===== src/rtl/vid_pkg.sv =====
`default_nettype none
// ============================================================================
// Module      : vid_pkg
// Description : Shared types and helpers for the video pattern source and any
//               sinks or checkers that need the same raster description.
//                 - vid_mode_t   : pattern selector encoding
//                 - vid_timing_t : one axis of raster timing (sync/back/disp/front)
//                 - vid_total    : total length of one axis
// Revision    : 1.0  initial release
// ============================================================================
package vid_pkg;

    // Counter and coordinate width used across the raster logic
    localparam int c_CW = 16;

    // Colour-bar count across the active width
    localparam int c_NUM_BARS = 8;

    typedef enum logic [1:0] {
        VID_HRAMP = 2'd0,
        VID_VRAMP = 2'd1,
        VID_BARS  = 2'd2,
        VID_CHECK = 2'd3
    } vid_mode_t;

    typedef struct packed {
        logic [c_CW-1:0] sync;
        logic [c_CW-1:0] back;
        logic [c_CW-1:0] disp;
        logic [c_CW-1:0] front;
    } vid_timing_t;

    function automatic int vid_total(input vid_timing_t t);
        return int'(t.sync) + int'(t.back) + int'(t.disp) + int'(t.front);
    endfunction

endpackage
`default_nettype wire


===== src/rtl/vid_timing_cnt.sv =====
`default_nettype none
// ============================================================================
// Module      : vid_timing_cnt
// Description : Horizontal/vertical raster counters with frame wrap, sync and
//               active-area decode, active x/y and colour-bar index.
// Ports       : clk, rst       clock, synchronous active-high reset
//               i_run          advance the counters by one pixel this cycle
//               o_first        counters sit on pixel (0,0)
//               o_last         counters sit on the frame's final pixel
//               o_hsync_act    horizontal sync region
//               o_vsync_act    vertical sync region
//               o_active       inside the displayed area
//               o_x, o_y       active column/row (valid only when o_active)
//               o_bar          colour-bar index 0..7 for the current column
// Revision    : 1.0  initial release
// ============================================================================
module vid_timing_cnt
    import vid_pkg::*;
#(
    parameter int H_SYNC  = 40,
    parameter int H_BACK  = 220,
    parameter int H_DISP  = 1280,
    parameter int H_FRONT = 110,
    parameter int V_SYNC  = 5,
    parameter int V_BACK  = 20,
    parameter int V_DISP  = 720,
    parameter int V_FRONT = 5
) (
    input  logic            clk,
    input  logic            rst,
    input  logic            i_run,
    output logic            o_first,
    output logic            o_last,
    output logic            o_hsync_act,
    output logic            o_vsync_act,
    output logic            o_active,
    output logic [c_CW-1:0] o_x,
    output logic [c_CW-1:0] o_y,
    output logic [2:0]      o_bar
);

    localparam vid_timing_t c_HT = '{sync: 16'(H_SYNC), back: 16'(H_BACK),
                                     disp: 16'(H_DISP), front: 16'(H_FRONT)};
    localparam vid_timing_t c_VT = '{sync: 16'(V_SYNC), back: 16'(V_BACK),
                                     disp: 16'(V_DISP), front: 16'(V_FRONT)};

    localparam int c_H_TOTAL = vid_total(c_HT);
    localparam int c_V_TOTAL = vid_total(c_VT);

    localparam logic [c_CW-1:0] c_ONE      = 16'd1;
    localparam logic [c_CW-1:0] c_H_LAST   = 16'(c_H_TOTAL - 1);
    localparam logic [c_CW-1:0] c_V_LAST   = 16'(c_V_TOTAL - 1);
    localparam logic [c_CW-1:0] c_H_SYNC   = 16'(H_SYNC);
    localparam logic [c_CW-1:0] c_V_SYNC   = 16'(V_SYNC);
    localparam logic [c_CW-1:0] c_H_ACT0   = 16'(H_SYNC + H_BACK);
    localparam logic [c_CW-1:0] c_H_ACT1   = 16'(H_SYNC + H_BACK + H_DISP);
    localparam logic [c_CW-1:0] c_V_ACT0   = 16'(V_SYNC + V_BACK);
    localparam logic [c_CW-1:0] c_V_ACT1   = 16'(V_SYNC + V_BACK + V_DISP);
    localparam logic [c_CW-1:0] c_BAR_LAST = 16'(H_DISP / c_NUM_BARS - 1);

    logic [c_CW-1:0] r_h_cnt;
    logic [c_CW-1:0] r_v_cnt;
    logic [c_CW-1:0] r_bar_pix;
    logic [2:0]      r_bar;
    logic [c_CW-1:0] w_h_next;
    logic            w_h_wrap;
    logic            w_h_act;
    logic            w_v_act;

    assign w_h_wrap = (r_h_cnt == c_H_LAST);
    assign w_h_next = w_h_wrap ? '0 : r_h_cnt + c_ONE;
    assign w_h_act  = (r_h_cnt >= c_H_ACT0) && (r_h_cnt < c_H_ACT1);
    assign w_v_act  = (r_v_cnt >= c_V_ACT0) && (r_v_cnt < c_V_ACT1);

    always_ff @(posedge clk) begin
        if (rst) begin
            r_h_cnt   <= '0;
            r_v_cnt   <= '0;
            r_bar_pix <= '0;
            r_bar     <= '0;
        end else if (i_run) begin
            r_h_cnt <= w_h_next;
            if (w_h_wrap) begin
                r_v_cnt <= (r_v_cnt == c_V_LAST) ? '0 : r_v_cnt + c_ONE;
            end
            // Bar position is tracked incrementally so no divider is needed.
            // It restarts as the next column becomes the first active one; the
            // final bar saturates so it absorbs any remainder of H_DISP/8.
            if (w_h_next == c_H_ACT0) begin
                r_bar_pix <= '0;
                r_bar     <= '0;
            end else if (w_h_act) begin
                if ((r_bar_pix == c_BAR_LAST) && (r_bar != 3'd7)) begin
                    r_bar_pix <= '0;
                    r_bar     <= r_bar + 3'd1;
                end else begin
                    r_bar_pix <= r_bar_pix + c_ONE;
                end
            end
        end
    end

    assign o_first     = (r_h_cnt == '0) && (r_v_cnt == '0);
    assign o_last      = w_h_wrap && (r_v_cnt == c_V_LAST);
    assign o_hsync_act = (r_h_cnt < c_H_SYNC);
    assign o_vsync_act = (r_v_cnt < c_V_SYNC);
    assign o_active    = w_h_act && w_v_act;
    assign o_x         = r_h_cnt - c_H_ACT0;
    assign o_y         = r_v_cnt - c_V_ACT0;
    assign o_bar       = r_bar;

endmodule
`default_nettype wire


===== src/rtl/vid_pattern_gen.sv =====
`default_nettype none
// ============================================================================
// Module      : vid_pattern_gen
// Description : Parametrised video source: raster timing (sync, valid) plus
//               multi-channel test-pattern pixel data with start/stop control.
// Ports       : clk             pixel clock
//               rst             synchronous active-high reset
//               en              run request, honoured on frame boundaries only
//               mode            0 h-ramp, 1 v-ramp, 2 colour bars, 3 checker
//               post_img_vsync  vertical sync (SYNC_POL)
//               post_img_hsync  horizontal sync (SYNC_POL)
//               post_img_valid  active-pixel qualifier
//               post_img_data   pixel, channel c at [c*DATA_W +: DATA_W]
//               frame_start     one-cycle pulse on each frame's first output
//               frame_cnt       completed frames, wraps
//               busy            high while a frame is being output
// Revision    : 1.0  initial release
// ============================================================================
module vid_pattern_gen
    import vid_pkg::*;
#(
    parameter int H_SYNC   = 40,
    parameter int H_BACK   = 220,
    parameter int H_DISP   = 1280,
    parameter int H_FRONT  = 110,
    parameter int V_SYNC   = 5,
    parameter int V_BACK   = 20,
    parameter int V_DISP   = 720,
    parameter int V_FRONT  = 5,
    parameter int DATA_W   = 8,
    parameter int CHANNELS = 1,
    parameter int CHK_LOG2 = 4,
    parameter int SYNC_POL = 1
) (
    input  logic                         clk,
    input  logic                         rst,
    input  logic                         en,
    input  logic [1:0]                   mode,
    output logic                         post_img_vsync,
    output logic                         post_img_hsync,
    output logic                         post_img_valid,
    output logic [CHANNELS*DATA_W-1:0]   post_img_data,
    output logic                         frame_start,
    output logic [15:0]                  frame_cnt,
    output logic                         busy
);

    localparam logic [0:0] S_IDLE = 1'b0;
    localparam logic [0:0] S_RUN  = 1'b1;

    localparam logic c_SYNC_ON = (SYNC_POL != 0);

    generate
        if (H_SYNC < 1 || H_BACK < 1 || H_DISP < 8 || H_FRONT < 1 ||
            V_SYNC < 1 || V_BACK < 1 || V_DISP < 1 || V_FRONT < 1) begin : g_bad_timing
            $error("vid_pattern_gen: timing fields must be >= 1 and H_DISP >= 8");
        end
        if ((H_SYNC + H_BACK + H_DISP + H_FRONT) > 65536 ||
            (V_SYNC + V_BACK + V_DISP + V_FRONT) > 65536) begin : g_bad_total
            $error("vid_pattern_gen: raster totals must fit 16-bit counters");
        end
        if (CHANNELS < 1 || CHANNELS > 4) begin : g_bad_channels
            $error("vid_pattern_gen: CHANNELS must be 1..4");
        end
        if (DATA_W < 1) begin : g_bad_data_w
            $error("vid_pattern_gen: DATA_W must be >= 1");
        end
    endgenerate

    logic [0:0]                 r_state;
    vid_mode_t                  r_mode;
    logic                       r_last_d;
    logic                       r_vsync;
    logic                       r_hsync;
    logic                       r_valid;
    logic [CHANNELS*DATA_W-1:0] r_data;
    logic                       r_frame_start;
    logic [15:0]                r_frame_cnt;
    logic                       r_busy;

    logic                       w_run;
    logic                       w_first;
    logic                       w_last;
    logic                       w_hsync_act;
    logic                       w_vsync_act;
    logic                       w_active;
    logic [c_CW-1:0]            w_x;
    logic [c_CW-1:0]            w_y;
    logic [2:0]                 w_bar;
    logic [DATA_W-1:0]          w_x_ramp;
    logic [DATA_W-1:0]          w_y_ramp;
    logic [c_CW-1:0]            w_x_cell;
    logic [c_CW-1:0]            w_y_cell;
    logic                       w_chk;
    logic [CHANNELS*DATA_W-1:0] w_pix;

    assign w_run = (r_state == S_RUN);

    vid_timing_cnt #(
        .H_SYNC  (H_SYNC),
        .H_BACK  (H_BACK),
        .H_DISP  (H_DISP),
        .H_FRONT (H_FRONT),
        .V_SYNC  (V_SYNC),
        .V_BACK  (V_BACK),
        .V_DISP  (V_DISP),
        .V_FRONT (V_FRONT)
    ) u_timing (
        .clk         (clk),
        .rst         (rst),
        .i_run       (w_run),
        .o_first     (w_first),
        .o_last      (w_last),
        .o_hsync_act (w_hsync_act),
        .o_vsync_act (w_vsync_act),
        .o_active    (w_active),
        .o_x         (w_x),
        .o_y         (w_y),
        .o_bar       (w_bar)
    );

    // Ramps wrap naturally by truncating the coordinate to the channel width
    assign w_x_ramp = DATA_W'(w_x);
    assign w_y_ramp = DATA_W'(w_y);
    assign w_x_cell = w_x >> CHK_LOG2;
    assign w_y_cell = w_y >> CHK_LOG2;
    assign w_chk    = w_x_cell[0] ^ w_y_cell[0];

    generate
        for (genvar c = 0; c < CHANNELS; c++) begin : g_ch
            // Channel c lights on bar-index bit (c % 3): R/G/B-style bar order
            localparam int c_BIT = c % 3;
            assign w_pix[c*DATA_W +: DATA_W] =
                (r_mode == VID_HRAMP) ? w_x_ramp :
                (r_mode == VID_VRAMP) ? w_y_ramp :
                (r_mode == VID_BARS)  ? {DATA_W{w_bar[c_BIT]}} :
                                        {DATA_W{w_chk}};
        end
    endgenerate

    always_ff @(posedge clk) begin
        if (rst) begin
            r_state       <= S_IDLE;
            r_mode        <= VID_HRAMP;
            r_last_d      <= 1'b0;
            r_vsync       <= ~c_SYNC_ON;
            r_hsync       <= ~c_SYNC_ON;
            r_valid       <= 1'b0;
            r_data        <= '0;
            r_frame_start <= 1'b0;
            r_frame_cnt   <= '0;
            r_busy        <= 1'b0;
        end else begin
            // Start/stop decisions and mode sampling happen only on frame
            // boundaries so a frame is never torn.
            case (r_state)
                S_IDLE: begin
                    if (en) begin
                        r_state <= S_RUN;
                        r_mode  <= vid_mode_t'(mode);
                    end
                end
                S_RUN: begin
                    if (w_last) begin
                        if (en) begin
                            r_mode <= vid_mode_t'(mode);
                        end else begin
                            r_state <= S_IDLE;
                        end
                    end
                end
                default: r_state <= S_IDLE;
            endcase

            r_vsync       <= (w_run && w_vsync_act) ? c_SYNC_ON : ~c_SYNC_ON;
            r_hsync       <= (w_run && w_hsync_act) ? c_SYNC_ON : ~c_SYNC_ON;
            r_valid       <= w_run && w_active;
            r_data        <= (w_run && w_active) ? w_pix : '0;
            r_frame_start <= w_run && w_first;
            r_busy        <= w_run;

            // The count steps the cycle after the last pixel leaves the port
            r_last_d <= w_run && w_last;
            if (r_last_d) begin
                r_frame_cnt <= r_frame_cnt + 16'd1;
            end
        end
    end

    assign post_img_vsync = r_vsync;
    assign post_img_hsync = r_hsync;
    assign post_img_valid = r_valid;
    assign post_img_data  = r_data;
    assign frame_start    = r_frame_start;
    assign frame_cnt      = r_frame_cnt;
    assign busy           = r_busy;

endmodule
`default_nettype wire


===== config.mk =====
export PLATFORM = sky130hd
export DESIGN_NAME = vid_pattern_gen
export DESIGN_NICKNAME = d
export VERILOG_FILES = /design/src/rtl/vid_pkg.sv /design/src/rtl/vid_timing_cnt.sv /design/src/rtl/vid_pattern_gen.sv
export SDC_FILE = /design/constraint.sdc
export NUM_CORES = 1
export LEC_CHECK = 0
export CAP_MARGIN = 20
export CORE_MARGIN = 3
export CORE_UTILIZATION = 45
export CTS_BUF_LIST = sky130_fd_sc_hd__clkbuf_8
export CTS_CLUSTER_SIZE = 25
export DETAILED_ROUTE_END_ITERATION = 10
export PLACE_DENSITY = 0.66
export SLEW_MARGIN = 30
export SYNTH_ARGS = -nofsm -noshare
export SYNTH_HDL_FRONTEND = slang
export SYNTH_SLANG_ARGS = --single-unit
export TNS_END_PERCENT = 10

===== constraint.sdc =====
create_clock -name clk -period 2.9 [get_ports clk]
set_input_delay 0.58 -clock clk [delete_from_list [all_inputs] [get_ports clk]]
set_output_delay 0.58 -clock clk [all_outputs]
set_load 0.05 [all_outputs]

==> summary.json <==
{
  "htreeDepth": 3,
  "avgSynthCellArea_sq_um": 8.15,
  "buffer_ports.inserted": 33,
  "initialDrtViolationCount": 169,
  "final-hold-violation-count": 0,
  "initial_utilization_pct": 47.3,
  "wire_per_inst_microns": 14.6,
  "total_power_mw": 2.10,
  "finalMaxSlewViolations": 0,
  "vdd.ir_drop.worst_v": 0.000232,
  "r2r_cells": 7,
  "async_flop_share_pct": 0,
  "maxSlewHeadroom_pct": 65.7,
  "route.detailed.drc": 0,
  "grt_pass1_vias": 3787,
  "die_area_sq_um": 11200,
  "worstHoldStart": "u_timing.r_bar_pix[15]",
  "grt_max_degree": 44,
  "ys.warnings.count": 0,
  "cts_tree": "yes",
  "ys_seq_elements": 84,
  "worst-endpoint-required_ps": 3200,
  "detail-route-antenna-nets": 0,
  "fillCellCount": 901,
  "share_of_the_clock_period_used_by_the_worst_path_pct": 98.5,
  "rsz_0062_raised_after_global_routing": "true",
  "insertedDiodeCount": 0,
  "coreArea_sq_um": 9460,
  "holdWs_ps": 482,
  "critPathCaptureType": "flop",
  "drt-vias-per-instance": 5.57,
  "final-seq-area_sq_um": 1680,
  "end_of_the_worst_hold_path": "u_timing.r_bar_pix[15]",
  "cts.sinks": 84,
  "cts_inserted_buffers": 9,
  "fp.dieH_microns": 106,
  "syn_nets": 568,
  "timing.hold.worst_path_depth": 2,
  "crit-reg2reg-launch": "u_timing.r_h_cnt[11]",
  "dp.cells": 707,
  "final_net_count": 609,
  "gp_routability_congestion": 0.896,
  "r2r-end": "u_timing.r_bar_pix[6]",
  "tightestPinTransition_ps": 513,
  "synth-seq-area-share_pct": 37.6,
  "overflow": 0,
  "critical_path.startpoint": "u_timing.r_h_cnt[11]",
  "vias": 4024,
  "holdBufCountCts": 0,
  "clock_latency_ps": 350,
  "die-width_microns": 106,
  "p_per_area_nw_per_um2": 397,
  "floorplan.io_pins": 34,
  "holdCritPathClass": "reg2reg",
  "fmax_mhz": 350,
  "fraction_of_layout_cells_with_a_size_suffix_above_1_pct": 11.1,
  "detailedRoute.firstPassIterationCount": 5,
  "critPathMaxFanout": 14,
  "status": "finished clean",
  "ys_types": 56,
  "number_of_synthesized_flops_with_an_enable_pin": 0,
  "clock_skew_ps": 8.95,
  "synth.cell_area_sq_um": 4470,
  "timing.final.setup_violations": 0,
  "timing_worst_setup_path_type": "reg2reg",
  "root_cell_of_the_clock_tree": "clkbuf_8",
  "maxCapViolations": 0,
  "area.growth.synth_to_final_pct": 18.4,
  "post-dp-hpwl_microns": 7670,
  "arrival_worst_endpoint_ps": 3150,
  "p_leak_nw": 1.91,
  "cp-start-kind": "flop",
  "wire_length_of_the_first_global_routing_pass_microns": 17900,
  "period_needed_ps": 2860,
  "yosys_most_used_dff": "dfxtp_1",
  "drt_wl_total_microns": 10500,
  "grt.total_usage_pct": 19.4,
  "setup.reg_to_reg.worst_slack_ps": 40,
  "cts.path.max_buffers": 2,
  "netlist_instances": 549,
  "clkSlewWorstSetupHoldPaths_ps": 80,
  "layoutNonFillerInstCount": 723,
  "num_rows": 35,
  "combined_area_of_the_multi_input_logic_cells_sq_um": 2670,
  "grt_antenna_before_repair": 0
}
## cells in the mapped netlist (all sizes together), types with 2 or more instances
master | count | area share, %
clkbuf | 21 | 1.8
and3 | 16 | 2.2
nor4 | 8 | 1.1
nand2 | 49 | 4.1
o31ai | 2 | 0.34
inv | 19 | 1.6
or4b | 6 | 1.3
nor2 | 70 | 5.9
nand3 | 25 | 2.8
o311a | 2 | 0.45
buf | 7 | 1.0
ha | 14 | 3.9
nor2b | 5 | 0.70
dfxtp | 84 | 38
xnor2 | 18 | 3.5
a32oi | 2 | 0.39
or2 | 2 | 0.28
a21o | 2 | 0.34
o41ai | 6 | 1.2
or3 | 10 | 1.4
nand4 | 17 | 2.4
a31o | 2 | 0.39
nand4b | 3 | 0.59
a31oi | 5 | 0.70
a21oi | 35 | 4.2
mux2i | 6 | 1.3
a211oi | 4 | 0.78
or4 | 8 | 1.6
o32ai | 2 | 0.39
xor2 | 28 | 5.5
nor3b | 2 | 0.34
and2 | 2 | 0.28
nor3 | 22 | 2.6
o211ai | 3 | 0.50
o21ai | 22 | 2.5
a22oi | 3 | 0.50
nand2b | 4 | 0.56
a211o | 3 | 0.59
## kinds of logic after synthesis
kind of cell / synth area share, %
and+or+nand+nor: 28.7
adders and majority gates: 3.92
buffers and inverters: 4.48
xor gates and xnor gates: 9.54
muxes: 1.85
AOI/OAI and AO/OA: 13.9
DFF: 37.6
## power by group
part	switching [mW]	leakage [nW]	total (mW)	internal (mW)
Clock	0.412	0.0979	0.825	0.412
Sequential	0.00871	0.678	1.17	1.16
Combinational	0.0691	1.13	0.108	0.0384
## worst max path at each step
stage	to	depth (start not counted)
floorplan	u_timing.r_bar_pix[10]	9
global placement	u_timing.r_bar_pix[6]	7
detailed placement	u_timing.r_bar_pix[6]	7
CTS	u_timing.r_v_cnt[11]	7
global route	u_timing.r_bar_pix[14]	9
finish	u_timing.r_bar_pix[6]	7
## stage by stage
stage	TNS [ps]	utilization (%)	setup slack, ps	cell area [sq um]
3_3_place_gp	0	53.1	67.4	5020
3_5_place_dp	0	53.1	36.5	5020
5_1_grt	-194	56.0	-59.3	5300
2_1_floorplan	0	-	98.3	4470
4_1_cts	0	55.2	24.9	5220
6_report	0	56.0	42.1	5300
## routing by layer
| metal | share of wire [%] | GRT usage [%] | up-vias |
|---|---|---|---|
| li1 | - | - | 2037 |
| met1 | 47 | 25.3 | 1897 |
| met2 | 48 | 32.3 | 80 |
| met3 | 3.8 | 5.02 | 10 |
| met4 | 1.0 | 4.16 | 0 |
| met5 | 0 | 0 | - |
## sequential cells by signal, indices dropped and copies added, names as in the netlist, 2 cells and up
signal,count
u_timing.o_bar,3
u_timing.r_bar_pix,16
u_timing.r_v_cnt,16
post_img_data,8
r_mode,2
frame_cnt,16
u_timing.r_h_cnt,16
## final cells by class
cell class	instances	area share, %
clock buffers	10	2.60
clock inverters	5	0.992
inverters	20	1.42
well taps	129	3.05
multi-input cells	417	50.4
flip-flops and latches	84	31.8
repair buffers	58	9.78
## timing repair
item                       4_1_cts  5_1_grt
setup endpoints to repair        1       17
pin swaps                        1        3
resized for setup                1       13
setup buffers                    0        1
## layout by cell type (no fill, tap or decap), types with 3 or more instances in the layout
cell type	n
a31oi_1	5
mux2i_1	5
clkdlybuf4s50_1	33
a21oi_1	31
inv_1	19
buf_4	25
or4b_1	5
nand3_1	25
xnor2_1	18
nand4_1	17
nor2_1	70
or4_1	4
nand2_1	48
xor2_1	28
and3_1	16
nor4_1	6
a22oi_1	3
a211oi_1	3
or4_4	4
nand4b_1	3
nand2b_1	4
clkbuf_8	10
dfxtp_1	83
or3_1	10
nor2b_1	5
o41ai_1	5
o21ai_0	21
nor3_2	3
a21oi_2	3
ha_1	14
nor3_1	19
clkinv_2	3
o211ai_1	3
## critical path: stages (launching register included)
cell and delay [ps]:
dfxtp_1 330, or4_4 550, or4_4 560, a211o_4 380, a211oi_4 240, a21oi_4 160, or4_4 450, a21oi_2 130
Note: power is estimated with default switching activity, not from simulation.
